--- src/rtl/uart_tx_arbiter_pkg.sv ---
// Shared definitions for the UART transmit arbiter: state encoding, byte width
// and a small index helper used by the round-robin pointer update.
package uart_tx_arbiter_pkg;

    localparam int BYTE_W = 8;

    typedef enum logic [2:0] {
        ST_IDLE      = 3'd0,
        ST_LOAD      = 3'd1,
        ST_SEND      = 3'd2,
        ST_WAIT_LOW  = 3'd3,
        ST_WAIT_HIGH = 3'd4
    } arb_state_t;

    function automatic int next_index(input int idx, input int n);
        return (idx + 1 >= n) ? 0 : idx + 1;
    endfunction

endpackage

--- src/rtl/uart_tx_arbiter_rr_picker.sv ---
// Combinational round-robin picker: first requester at or after rr_ptr,
// wrapping modulo N_REQ, returned both one-hot and as an index.
module rr_picker #(
    parameter int N_REQ = 4,
    parameter int IDX_W = $clog2(N_REQ)
) (
    input  logic [N_REQ-1:0] req,
    input  logic [IDX_W-1:0] rr_ptr,
    output logic [N_REQ-1:0] winner,
    output logic [IDX_W-1:0] winner_idx
);

    logic             found;
    logic [IDX_W-1:0] sel;

    always_comb begin
        winner     = '0;
        winner_idx = '0;
        found      = 1'b0;
        sel        = '0;
        for (int off = 0; off < N_REQ; off++) begin
            sel = IDX_W'((int'(rr_ptr) + off) % N_REQ);
            if (!found && req[sel]) begin
                found       = 1'b1;
                winner[sel] = 1'b1;
                winner_idx  = sel;
            end
        end
    end

endmodule

--- src/rtl/uart_tx_arbiter.sv ---
// Round-robin arbiter and byte sequencer sharing one uart_tx_8n1 between N_REQ
// message sources. Optional byte watchdog is built when UART_ARB_TIMEOUT_EN is defined.
//
// state        | meaning
// ST_IDLE      | no owner; grant only when a request is pending and the UART is idle
// ST_LOAD      | latch the owner's byte and last flag, acknowledge the source
// ST_SEND      | one-cycle senddata pulse to the transmitter
// ST_WAIT_LOW  | wait for txdone to fall (byte accepted)
// ST_WAIT_HIGH | wait for txdone to rise (byte finished), then next byte or release
module uart_tx_arbiter
    import uart_tx_arbiter_pkg::*;
#(
    parameter int N_REQ          = 4,
    parameter int TIMEOUT_CYCLES = 64
) (
    input  logic                    clk,
    input  logic                    rst_n,
    input  logic [N_REQ-1:0]        req,
    input  logic [BYTE_W*N_REQ-1:0] data,
    input  logic [N_REQ-1:0]        last,
    output logic [N_REQ-1:0]        ack,
    output logic [N_REQ-1:0]        grant,
    output logic [BYTE_W-1:0]       uart_txbyte,
    output logic                    uart_send,
    input  logic                    uart_txdone,
    output logic                    busy,
    output logic                    timeout_err
);

    localparam int IDX_W = $clog2(N_REQ);

    if (N_REQ < 2 || N_REQ > 8 || TIMEOUT_CYCLES < 1) begin : g_bad_param
        $error("uart_tx_arbiter: N_REQ must be 2..8 and TIMEOUT_CYCLES >= 1");
    end

    arb_state_t       state;
    logic [IDX_W-1:0] rr_ptr;
    logic [IDX_W-1:0] w_q;
    logic             last_q;
    logic [N_REQ-1:0] pick;
    logic [IDX_W-1:0] pick_idx;
    logic [IDX_W-1:0] ptr_after_w;

    rr_picker #(
        .N_REQ (N_REQ),
        .IDX_W (IDX_W)
    ) u_picker (
        .req        (req),
        .rr_ptr     (rr_ptr),
        .winner     (pick),
        .winner_idx (pick_idx)
    );

    assign ptr_after_w = IDX_W'(next_index(int'(w_q), N_REQ));

`ifdef UART_ARB_TIMEOUT_EN
    localparam int               WD_W    = $clog2(TIMEOUT_CYCLES + 1);
    localparam logic [WD_W-1:0]  WD_LAST = WD_W'(TIMEOUT_CYCLES - 1);
    logic [WD_W-1:0] wdog;
`else
    assign timeout_err = 1'b0;
`endif

    always_ff @(posedge clk or negedge rst_n) begin
        if (!rst_n) begin
            state       <= ST_IDLE;
            grant       <= '0;
            ack         <= '0;
            uart_send   <= 1'b0;
            uart_txbyte <= '0;
            busy        <= 1'b0;
            rr_ptr      <= '0;
            w_q         <= '0;
            last_q      <= 1'b0;
`ifdef UART_ARB_TIMEOUT_EN
            wdog        <= '0;
            timeout_err <= 1'b0;
`endif
        end else begin
            ack       <= '0;
            uart_send <= 1'b0;
`ifdef UART_ARB_TIMEOUT_EN
            timeout_err <= 1'b0;
`endif
            case (state)
                ST_IDLE: begin
                    // A reset can land mid-byte; never start while the UART is still shifting.
                    if (|req && uart_txdone) begin
                        grant <= pick;
                        w_q   <= pick_idx;
                        busy  <= 1'b1;
                        state <= ST_LOAD;
                    end
                end
                ST_LOAD: begin
                    uart_txbyte <= data[int'(w_q)*BYTE_W +: BYTE_W];
                    last_q      <= last[w_q];
                    ack         <= grant;
                    state       <= ST_SEND;
                end
                ST_SEND: begin
                    uart_send <= 1'b1;
                    state     <= ST_WAIT_LOW;
`ifdef UART_ARB_TIMEOUT_EN
                    wdog      <= '0;
`endif
                end
                ST_WAIT_LOW: begin
                    if (!uart_txdone) begin
                        state <= ST_WAIT_HIGH;
                    end
                end
                ST_WAIT_HIGH: begin
                    if (uart_txdone) begin
                        // An abandoned message releases exactly like a finished one.
                        if (last_q || !req[w_q]) begin
                            grant  <= '0;
                            busy   <= 1'b0;
                            rr_ptr <= ptr_after_w;
                            state  <= ST_IDLE;
                        end else begin
                            state <= ST_LOAD;
                        end
                    end
                end
                default: begin
                    grant <= '0;
                    busy  <= 1'b0;
                    state <= ST_IDLE;
                end
            endcase
`ifdef UART_ARB_TIMEOUT_EN
            // Watchdog overrides any transition taken in the same cycle.
            if (state == ST_WAIT_LOW || state == ST_WAIT_HIGH) begin
                if (wdog == WD_LAST) begin
                    timeout_err <= 1'b1;
                    grant       <= '0;
                    busy        <= 1'b0;
                    rr_ptr      <= ptr_after_w;
                    state       <= ST_IDLE;
                    wdog        <= '0;
                end else begin
                    wdog <= wdog + 1'b1;
                end
            end
`endif
        end
    end

endmodule

--- config.mk ---
export PLATFORM = sky130hd
export DESIGN_NAME = uart_tx_arbiter
export DESIGN_NICKNAME = d
export VERILOG_FILES = /design/src/rtl/uart_tx_arbiter_pkg.sv /design/src/rtl/uart_tx_arbiter_rr_picker.sv /design/src/rtl/uart_tx_arbiter.sv
export SDC_FILE = /design/constraint.sdc
export NUM_CORES = 1
export LEC_CHECK = 0
export BUFFER_PORTS_ARGS = -buffer_cell sky130_fd_sc_hd__buf_2
export CORE_MARGIN = 2
export CORE_UTILIZATION = 45
export CTS_CLUSTER_DIAMETER = 120
export DETAILED_ROUTE_END_ITERATION = 7
export PLACE_DENSITY_LB_ADDON = 0.12
export SYNTH_ARGS = -nofsm -noshare
export SYNTH_HDL_FRONTEND = slang
export SYNTH_SLANG_ARGS = --single-unit
--- constraint.sdc ---
create_clock -name clk -period 2.6 [get_ports clk]
set_input_delay 0.13 -clock clk [delete_from_list [all_inputs] [get_ports clk]]
set_output_delay 0.13 -clock clk [all_outputs]
set_load 0.005 [all_outputs]
==> flow_summary.toml <==
[grt]
grt_pass1_vias = 1492
grt-ovfl-total = 0
grt_pass1_wl_um = 6527
antenna_found_initial = 0
grt_max_degree = 27
grt.total_usage = 0.1898

[clock_tree]
cts_buffer_depth = 2
clockRootBuffer = "clkbuf_8"
ctsResizeCount = 0
ctsHtreeMaxLevel = 1
clk_latency_ns = 0.27
cts_buffers = 3
postCtsHoldBufs = 1
cts_tree = "done"
clk_pin_slew_ns = 0.10
cts_setup_buffers = 0
cts.sinks = 26

[timing]
hold_viol_final = 0
final.setup_skew_ns = 0.007194
slew_headroom = 0.5992
min_period_ns = 2.075
setup_viol = 0
worst_pin_slew_ns = 0.5947
finalCritPeriodShare = 0.7982
setup_tns_ns = 0
rsz0062_at_grt = "false"
max_freq_mhz = 481.9
maxSlewViolCount = 0

[hold_path]
hp-class = "in2reg"

[route]
drcViolationCount = 0
firstDrtPassIters = 4
routed_wirelength_um = 3815
num_vias = 1464
routed_wire_length_per_instance_um = 14.67
antenna_left = 0
vias_per_cell = 5.631
drtIter0Drc = 42

[layout]
area_growth_pct = 21.54
layout_common_cells = "60 x buf_2, 26 x dfrtp_1, 12 x mux4_2, 10 x nand2_1, 10 x mux2_2"
drive_above_1_share = 0.4434
final_common_cell = "buf_2"
multi_input_area_um2 = 1022
register_area_um2 = 650.6
fill_cells = 336
fin_nets = 264
num_antenna_cells = 0
finish.instance_area_um2 = 2175

[critical_path]
cp_slowest_stage_delay_ns = 0.45
cpMaxStageDelayCell = "ha_1"
worstPathRequired_ns = 2.81
end_kind = "flip-flop"
worst-setup-path-type = "reg2reg"
cp_top_family = "adder cells"
critical_path_buf_inv_count = 1
arrival_ns = 2.28
worstPathCellList = "inv_1 -> ha_1 -> mux4_2 -> nand3b_1 -> a21oi_1 -> a221oi_1 -> o2bb2ai_1"
start_kind = "flip-flop"
crit_fanout = 10

[placed_design]
dp_hpwl_um = 2925
place.gp.congestion = 0.8291
dpl_cell_area_um2 = 2093
numPortBuffers = 60

[synth]
yosysUniqueCellTypes = 41
syn-instance-count = 156
synth_nets = 207
seq_area_frac_synth = 0.3636
synth_ff_type = "dfrtp_1"
yosysTopAreaCell = "dfrtp_1"
async_flop_share = 1.000
synthTopCellsByArea = "dfrtp_1 36%, mux4_2 15%, mux2_2 6.3%"
synth_top_area_share = 0.3636
synth_edf_count = 0
syn_avg_cell_area_um2 = 11.47
synth_area_um2 = 1789
synth-seq-cells = 26
yosysWarnings = 0

[power]
vdd_ir_drop_max_mv = 0.5569
powerDensity_nw_per_um2 = 1024
leakage_uw = 0.001034

[die]
core-area_um2 = 3744
start_util = 0.4779
ios = 62
die_w_um = 67.06
die_y_um = 67.06
dieArea_um2 = 4496
rows = 22

[status]
outcome = "complete, no violations"

[run]
max_cap_viol_count = 0
[layout make-up]
class                           count  area share
Tap cell                           48     0.02762
Inverter                            6     0.01036
Multi-Input combinational cell    110      0.4701
Clock inverter                      1     0.01381
Timing Repair Buffer               66      0.1600
Sequential cell                    26      0.2992
Clock buffer                        3     0.01899
[Yosys cell counts, drive strengths merged (3+ instances only)]
library cell	number
clkbuf	5
dfrtp	26
inv	6
buf	9
nand2	10
a21oi	7
and2	5
mux2	10
mux4	13
ha	8
nor2	7
o2bb2ai	4
nor3	5
mux2i	3
a221oi	4
o21ai	5
nand3b	4
[final timing paths]
kind                        startpoint        endpoint  slack, ns  cells past startpoint
setup / recovery             rr_ptr[1]        grant[1]       0.52                      7
hold / removal             uart_txdone        state[2]       0.09                      2
setup reg to reg             rr_ptr[1]        grant[1]       0.52                      7
hold reg to reg                   busy            busy       0.48                      1
max in group asynchronous        rst_n       uart_send       1.85                      2
min in group asynchronous        rst_n  uart_txbyte[4]       0.37                      2
[per-stage QoR]
step | total power [uW] | hold WS, ns | setup slack [ns] | cells | util
after detailed placement | 1909 | 0.1635 | 0.5647 | 255 | 0.5592
after CTS | 2250 | 0.07931 | 0.5441 | 260 | 0.5809
final | 2227 | 0.09213 | 0.5248 | 260 | 0.5809
after global routing | 2409 | 0.09414 | 0.3842 | 260 | 0.5809
after global placement | 1862 | 0.1649 | 0.6101 | 255 | 0.5592
after floorplan | 1573 | -0.1656 | 0.1801 | 156 | -
[kinds of logic after synthesis]
kind of cell    share of synthesized area
fa+ha+maj                         0.05595
flops                              0.3636
buf+inv                           0.06503
compound gates                     0.1378
mux                                0.2455
other cells                      0.002096
simple gates                       0.1301
[metal layers]
layer / GRT usage / routed length, um / vias up
li1: - / - / 701
met1: 0.2325 / 1704 / 712
met2: 0.3304 / 1849 / 47
met3: 0.03885 / 231 / 4
met4: 0.06122 / 29 / 0
met5: 0 / 0 / -
[where the power goes]
part	leakage, uW	internal [uW]	switching (uW)
combinational	0.000670	621	566
sequential	0.000327	571	132
clock	0.0000357	206	131
[flip-flops by register name (all words and copies together) (netlist names)]
name         cells
busy             1
w_q              2
uart_send        1
uart_txbyte      8
grant            4
rr_ptr           2
state            3
ack              4
last_q           1
(Power assumes the default switching activity.)
